===== src/rtl/mps_seq_fsm.sv =====
`default_nettype none
// ==== mps_seq_fsm : MPS sequencer - programmable MC on/off steps, fb check, interlock latch, PM pulse ====
// rev 1.0
module mps_seq_fsm #(
  parameter int              N_MC   = 3,
  parameter int              N_STEP = 4,
  parameter int              CNT_W  = 24,
  parameter int              N_INTL = 8,
  parameter logic [N_MC-1:0] MC_POL = 3'b100,
  parameter int              PM_DLY = 4
) (
  input  logic                      i_clk,
  input  logic                      i_rst,
  input  logic                      i_op_on,
  input  logic                      i_op_off,
  input  logic                      i_run,
  input  logic                      i_ready,
  input  logic [N_INTL-1:0]         i_intl,
  input  logic                      i_intl_clr,
  input  logic [N_STEP*N_MC-1:0]    i_step_pat,
  input  logic [N_STEP*CNT_W-1:0]   i_step_dly,
  input  logic [N_MC-1:0]           i_mc_fb,
  input  logic                      i_fb_chk_en,
  output logic [2:0]                o_state,
  output logic [$clog2(N_STEP)-1:0] o_step,
  output logic [N_MC-1:0]           o_mc,
  output logic                      o_pwm_en,
  output logic                      o_pm,
  output logic [N_INTL-1:0]         o_intl_src,
  output logic                      o_fb_fault
);

  localparam int                STEP_W    = $clog2(N_STEP);
  localparam int                PM_W      = $clog2(PM_DLY + 2);
  localparam logic [PM_W-1:0]   PM_SAT    = PM_W'(PM_DLY + 1);
  localparam logic [PM_W-1:0]   PM_HIT    = PM_W'(PM_DLY);
  localparam logic [STEP_W-1:0] LAST_STEP = STEP_W'(N_STEP - 1);
  localparam logic [CNT_W-1:0]  ONE       = CNT_W'(1);

  typedef enum logic [2:0] {
    IDLE    = 3'd0,
    ON_SEQ  = 3'd1,
    READY   = 3'd2,
    RUN     = 3'd3,
    OFF_SEQ = 3'd4,
    INTL    = 3'd5
  } state_e;

  state_e              state, state_nxt;
  logic [STEP_W-1:0]   step, step_nxt, step_inc;
  logic [N_MC-1:0]     pat, pat_nxt;
  logic [N_MC-1:0]     mc;
  logic [CNT_W-1:0]    timer, timer_nxt;
  logic [N_INTL-1:0]   intl_src, intl_src_nxt;
  logic                fb_fault, fb_fault_nxt;
  logic [PM_W-1:0]     pm_cnt, pm_cnt_nxt;
  logic                pm;
  logic                expired, fb_bad;

  logic [N_MC-1:0]     on_pat    [N_STEP];
  logic [CNT_W-1:0]    on_dwell  [N_STEP];
  logic [N_MC-1:0]     off_pat   [N_STEP];
  logic [CNT_W-1:0]    off_dwell [N_STEP];

  // Off sequence walks the on patterns backwards, ending with all contactors open.
  for (genvar g = 0; g < N_STEP; g++) begin : g_step
    logic [CNT_W-1:0] dly;
    assign dly          = i_step_dly[g*CNT_W +: CNT_W];
    assign on_pat[g]    = i_step_pat[g*N_MC +: N_MC];
    assign on_dwell[g]  = (dly == '0) ? ONE : dly;
    assign off_dwell[g] = on_dwell[N_STEP-1-g];
    if (g < N_STEP - 1) begin : g_pat
      assign off_pat[g] = on_pat[N_STEP-2-g];
    end else begin : g_open
      assign off_pat[g] = '0;
    end
  end

  assign expired  = (timer == ONE);
  assign fb_bad   = i_fb_chk_en && (i_mc_fb != pat);
  assign step_inc = step + STEP_W'(1);

  always_comb begin
    state_nxt    = state;
    step_nxt     = step;
    pat_nxt      = pat;
    timer_nxt    = timer;
    intl_src_nxt = intl_src;
    fb_fault_nxt = fb_fault;
    if (|i_intl) begin
      state_nxt = INTL;
      step_nxt  = '0;
      pat_nxt   = '0;
      timer_nxt = '0;
      if (state == INTL) begin
        intl_src_nxt = intl_src | i_intl;
      end else begin
        intl_src_nxt = i_intl;
        fb_fault_nxt = 1'b0;
      end
    end else begin
      unique case (state)
        IDLE: begin
          if (i_op_on) begin
            state_nxt = ON_SEQ;
            step_nxt  = '0;
            pat_nxt   = on_pat[0];
            timer_nxt = on_dwell[0];
          end
        end
        ON_SEQ, OFF_SEQ: begin
          if (expired && fb_bad) begin
            state_nxt    = INTL;
            step_nxt     = '0;
            pat_nxt      = '0;
            timer_nxt    = '0;
            intl_src_nxt = '0;
            fb_fault_nxt = 1'b1;
          end else if (state == ON_SEQ && i_op_off) begin
            state_nxt = OFF_SEQ;
            step_nxt  = '0;
            pat_nxt   = off_pat[0];
            timer_nxt = off_dwell[0];
          end else if (!expired) begin
            timer_nxt = timer - ONE;
          end else if (step == LAST_STEP) begin
            if (state == ON_SEQ) state_nxt = READY;
            else                 state_nxt = IDLE;
            step_nxt  = '0;
            timer_nxt = '0;
          end else begin
            step_nxt = step_inc;
            if (state == ON_SEQ) begin
              pat_nxt   = on_pat[step_inc];
              timer_nxt = on_dwell[step_inc];
            end else begin
              pat_nxt   = off_pat[step_inc];
              timer_nxt = off_dwell[step_inc];
            end
          end
        end
        READY: begin
          if (i_run) begin
            state_nxt = RUN;
          end else if (i_op_off) begin
            state_nxt = OFF_SEQ;
            step_nxt  = '0;
            pat_nxt   = off_pat[0];
            timer_nxt = off_dwell[0];
          end
        end
        RUN: begin
          if (i_ready) state_nxt = READY;
        end
        INTL: begin
          if (i_intl_clr) begin
            state_nxt    = IDLE;
            intl_src_nxt = '0;
            fb_fault_nxt = 1'b0;
          end
        end
        default: begin
          state_nxt = IDLE;
          step_nxt  = '0;
          pat_nxt   = '0;
          timer_nxt = '0;
        end
      endcase
    end
  end

  // Counter parks at PM_SAT outside INTL so a pulse can only follow a fresh entry.
  always_comb begin
    pm_cnt_nxt = pm_cnt;
    if (state_nxt != INTL)   pm_cnt_nxt = PM_SAT;
    else if (state != INTL)  pm_cnt_nxt = '0;
    else if (pm_cnt != PM_SAT) pm_cnt_nxt = pm_cnt + PM_W'(1);
  end

  always_ff @(posedge i_clk or negedge i_rst) begin
    if (!i_rst) begin
      state    <= IDLE;
      step     <= '0;
      pat      <= '0;
      mc       <= MC_POL;
      timer    <= '0;
      intl_src <= '0;
      fb_fault <= 1'b0;
      pm_cnt   <= PM_SAT;
      pm       <= 1'b0;
    end else begin
      state    <= state_nxt;
      step     <= step_nxt;
      pat      <= pat_nxt;
      mc       <= pat_nxt ^ MC_POL;
      timer    <= timer_nxt;
      intl_src <= intl_src_nxt;
      fb_fault <= fb_fault_nxt;
      pm_cnt   <= pm_cnt_nxt;
      pm       <= (pm_cnt_nxt == PM_HIT);
    end
  end

  assign o_state    = state;
  assign o_step     = step;
  assign o_mc       = mc;
  assign o_pwm_en   = (state == RUN);
  assign o_pm       = pm;
  assign o_intl_src = intl_src;
  assign o_fb_fault = fb_fault;

endmodule
`default_nettype wire

===== config.mk =====
export PLATFORM = sky130hd
export DESIGN_NAME = mps_seq_fsm
export DESIGN_NICKNAME = d
export VERILOG_FILES = /design/src/rtl/mps_seq_fsm.sv
export SDC_FILE = /design/constraint.sdc
export NUM_CORES = 1
export LEC_CHECK = 0
export CAP_MARGIN = 20
export CORE_MARGIN = 1.5
export CORE_UTILIZATION = 36
export DETAILED_ROUTE_END_ITERATION = 7
export PLACE_DENSITY = 0.59
export SYNTH_ARGS = -nofsm -noshare
export SYNTH_HDL_FRONTEND = slang
export SYNTH_SLANG_ARGS = --single-unit

===== constraint.sdc =====
create_clock -name i_clk -period 3.1 [get_ports i_clk]
set_input_delay 0.465 -clock i_clk [delete_from_list [all_inputs] [get_ports i_clk]]
set_output_delay 0.465 -clock i_clk [all_outputs]
set_load 0.005 [all_outputs]

==> qor.yml <==
max_cap_violations: 0
start_util: 0.373
pwr-share-comb: 0.267
final.setup.worst_slack_ns: 0.159
synth_seq_cells: 46
drtAntennaViolNets: 0
switching_share: 0.268
crit_path_cell_trace: "or4_1 > or4_4 > nor3_2 > buf_4 > nor2_1 > a2111oi_1 > o31ai_1"
synth_edf_count: 0
pwr-share-seq: 0.378
fmaxAchievable_mhz: 340
port_buffers: 145
crit_type: "reg2reg"
worst_pin_slew_ns: 0.595
dr.pass1.iters: 6
rows: 43
gp_congestion: 0.926
intPower_mw: 1.29
die_x_um: 123
synth_cells: 580
core-area_mm2: 0.0140
clkSinkCount: 46
design_area_mm2: 0.00726
fin_crit_sh: 0.949
antenna_cells: 0
routed_wl_mm: 21.1
timing.final.hold_violations: 0
seq_area_frac_synth: 0.221
finalSetupTns_ns: 0
min_period_ns: 2.94
vias: 5906
post-dp-hpwl_mm: 16.5
cp_max_fo: 8
status: "complete, no violations"
arrival_ns: 3.10
clockBufferDepth: 2
grt_max_degree: 62
crit_path_end_kind: "register"
cts_setup_buffers: 0
hold_class: "in2async"
area_growth_pct: 39.1
cts-root-buf: "clkbuf_16"
slowest_delay_ns: 0.71
clk_pin_slew_ns: 0.07
synth_nets: 712
seqCellArea_mm2: 0.00116
startpoint_type: "register"
netlist.area_leader.share: 0.206
power.leakage_nw: 2.68
wl_per_cell_um: 23.0
synthTopCellsByArea: "dfrtp_1 (21%), mux4_2 (20%), nand2_1 (4.7%), nor4_1 (3.8%), mux2i_1 (3.5%)"
drt_iter0_drc: 548
syn-cell-area_mm2: 0.00522
ys.flop_type: "dfrtp_1"
ys_warn_count: 0
stdcell_count: 915
htree_num_levels: 2
dieArea_mm2: 0.0152
cts_tree: "done"
netlist-cell-type-count: 70
io_pins: 146
grt_pass1_wl_mm: 32.7
relSlewSlack: 0.599
p_sw_mw: 0.472
cp_data_required_time_ns: 3.26
finalMaxSlewViolations: 0
placed_cells: 907
fin_nets: 866
pre_cts_ws_ns: 0.179
power_density_mw_per_mm2: 243
ys_async_sr_fraction: 1.00
fin_skew_ns: 0.0110
power_frac_clock: 0.356
cts_buffers: 5
yosys.area.top_type: "dfrtp_1"
syn_area_per_cell_um2: 8.99
routed_via_density: 6.45
n_fill_cell: 1283
multi_input_area_mm2: 0.00385
drive_gt1_frac: 0.177
grt_pass1_vias: 5920
dieHeight_um: 123
placed_area_mm2: 0.00709
finalPower_mw: 1.76
clock_latency_ns: 0.29
setup_viol: 0
grt_antenna_before_repair: 0
overflow: 0
whs_ns: 0.137
track_usage: 0.281
drcViolationCount: 0
final_core_util: 0.519
vdd_drop_max_uv: 257
slowest_stage: "or4_1"
## routing by layer
layer / GRT usage / vias to the layer above / wire length [um]
met5: 0 / - / 0
met4: 0.103 / 0 / 744
met3: 0.0392 / 56 / 1900
met2: 0.433 / 389 / 9330
met1: 0.401 / 2854 / 9090
li1: - / 2607 / -
## cells in the final DEF (no fill, tap or decap), types with 11 or more instances in the layout
cell	instances
nor4_1	32
xnor2_1	11
a22oi_1	22
a21oi_1	33
o21ai_0	34
buf_4	46
clkdlybuf4s50_1	144
mux4_2	46
nor2_1	46
nor3_1	15
dfrtp_1	42
xor2_1	13
nand2_1	66
mux2i_1	18
## path summary, 6_finish.rpt
check	start	end	slack (ns)	cells after the start
hold reg to reg	o_intl_src[5]	o_intl_src[5]	0.48	1
max in group asynchronous	i_rst	pm_cnt[2]	2.35	2
setup / recovery	timer[14]	timer[0]	0.16	7
setup reg to reg	timer[14]	timer[0]	0.16	7
hold / removal	i_rst	timer[6]	0.14	1
min in group i_clk	o_intl_src[5]	o_intl_src[5]	0.48	1
## Yosys cell counts, types with 7 or more instances
cell type  number
mux2i_1        18
nand2_1        66
a22oi_1        22
nor4_1         32
clkbuf_1       27
a211oi_1        8
dfrtp_1        43
a222oi_1        7
a21oi_1        33
buf_2          10
xnor2_1        11
nor3_1         16
xor2_1         13
mux4_2         46
inv_1           7
o21ai_0        34
nor2_1         46
a21o_1          9
## registers in the layout, summed over array words and instances, names as in the netlist
register    flops
pm_cnt          3
o_state         3
o_fb_fault      1
o_mc            3
o_pm            1
pat             1
o_step          2
timer          24
o_intl_src      8
## final cells by class
class	count	area share
well taps	180	0.0310
inverters	7	0.00362
repair buffers	193	0.252
multi-input cells	481	0.531
clock inverters	2	0.00517
clock buffers	6	0.0178
flip-flops and latches	46	0.159
## worst max-delay path, delay by kind of cell (launching register included)
family	cells	cell delay [ns]
AND/OR/NAND/NOR	4	1.61
AO/OA/AOI/OAI	2	0.56
flip-flops	1	0.44
buffers and inverters	1	0.19
## timing repair
item	in CTS	in global routing
hold buffers	0	0
setup endpoints to repair	0	1
resized for setup	0	1
## logic make-up after synthesis
group,share of synthesized area
and+or+nand+nor,0.218
muxes,0.240
AOI/OAI and AO/OA,0.226
adders and majority gates,0.0120
buffers and inverters,0.0427
DFF,0.221
xor gates and xnor gates,0.0403
## power groups by stage
stage | registers (mW) | clock network (mW) | logic [mW]
CTS | 0.665 | 0.632 | 0.467
detailed placement | 0.677 | 0 | 0.465
floorplan | 0.670 | 0 | 0.181
finish | 0.666 | 0.627 | 0.470
global placement | 0.672 | 0 | 0.452
global route | 0.669 | 0.651 | 0.504
No activity file was read; power rests on OpenSTA's default activity.
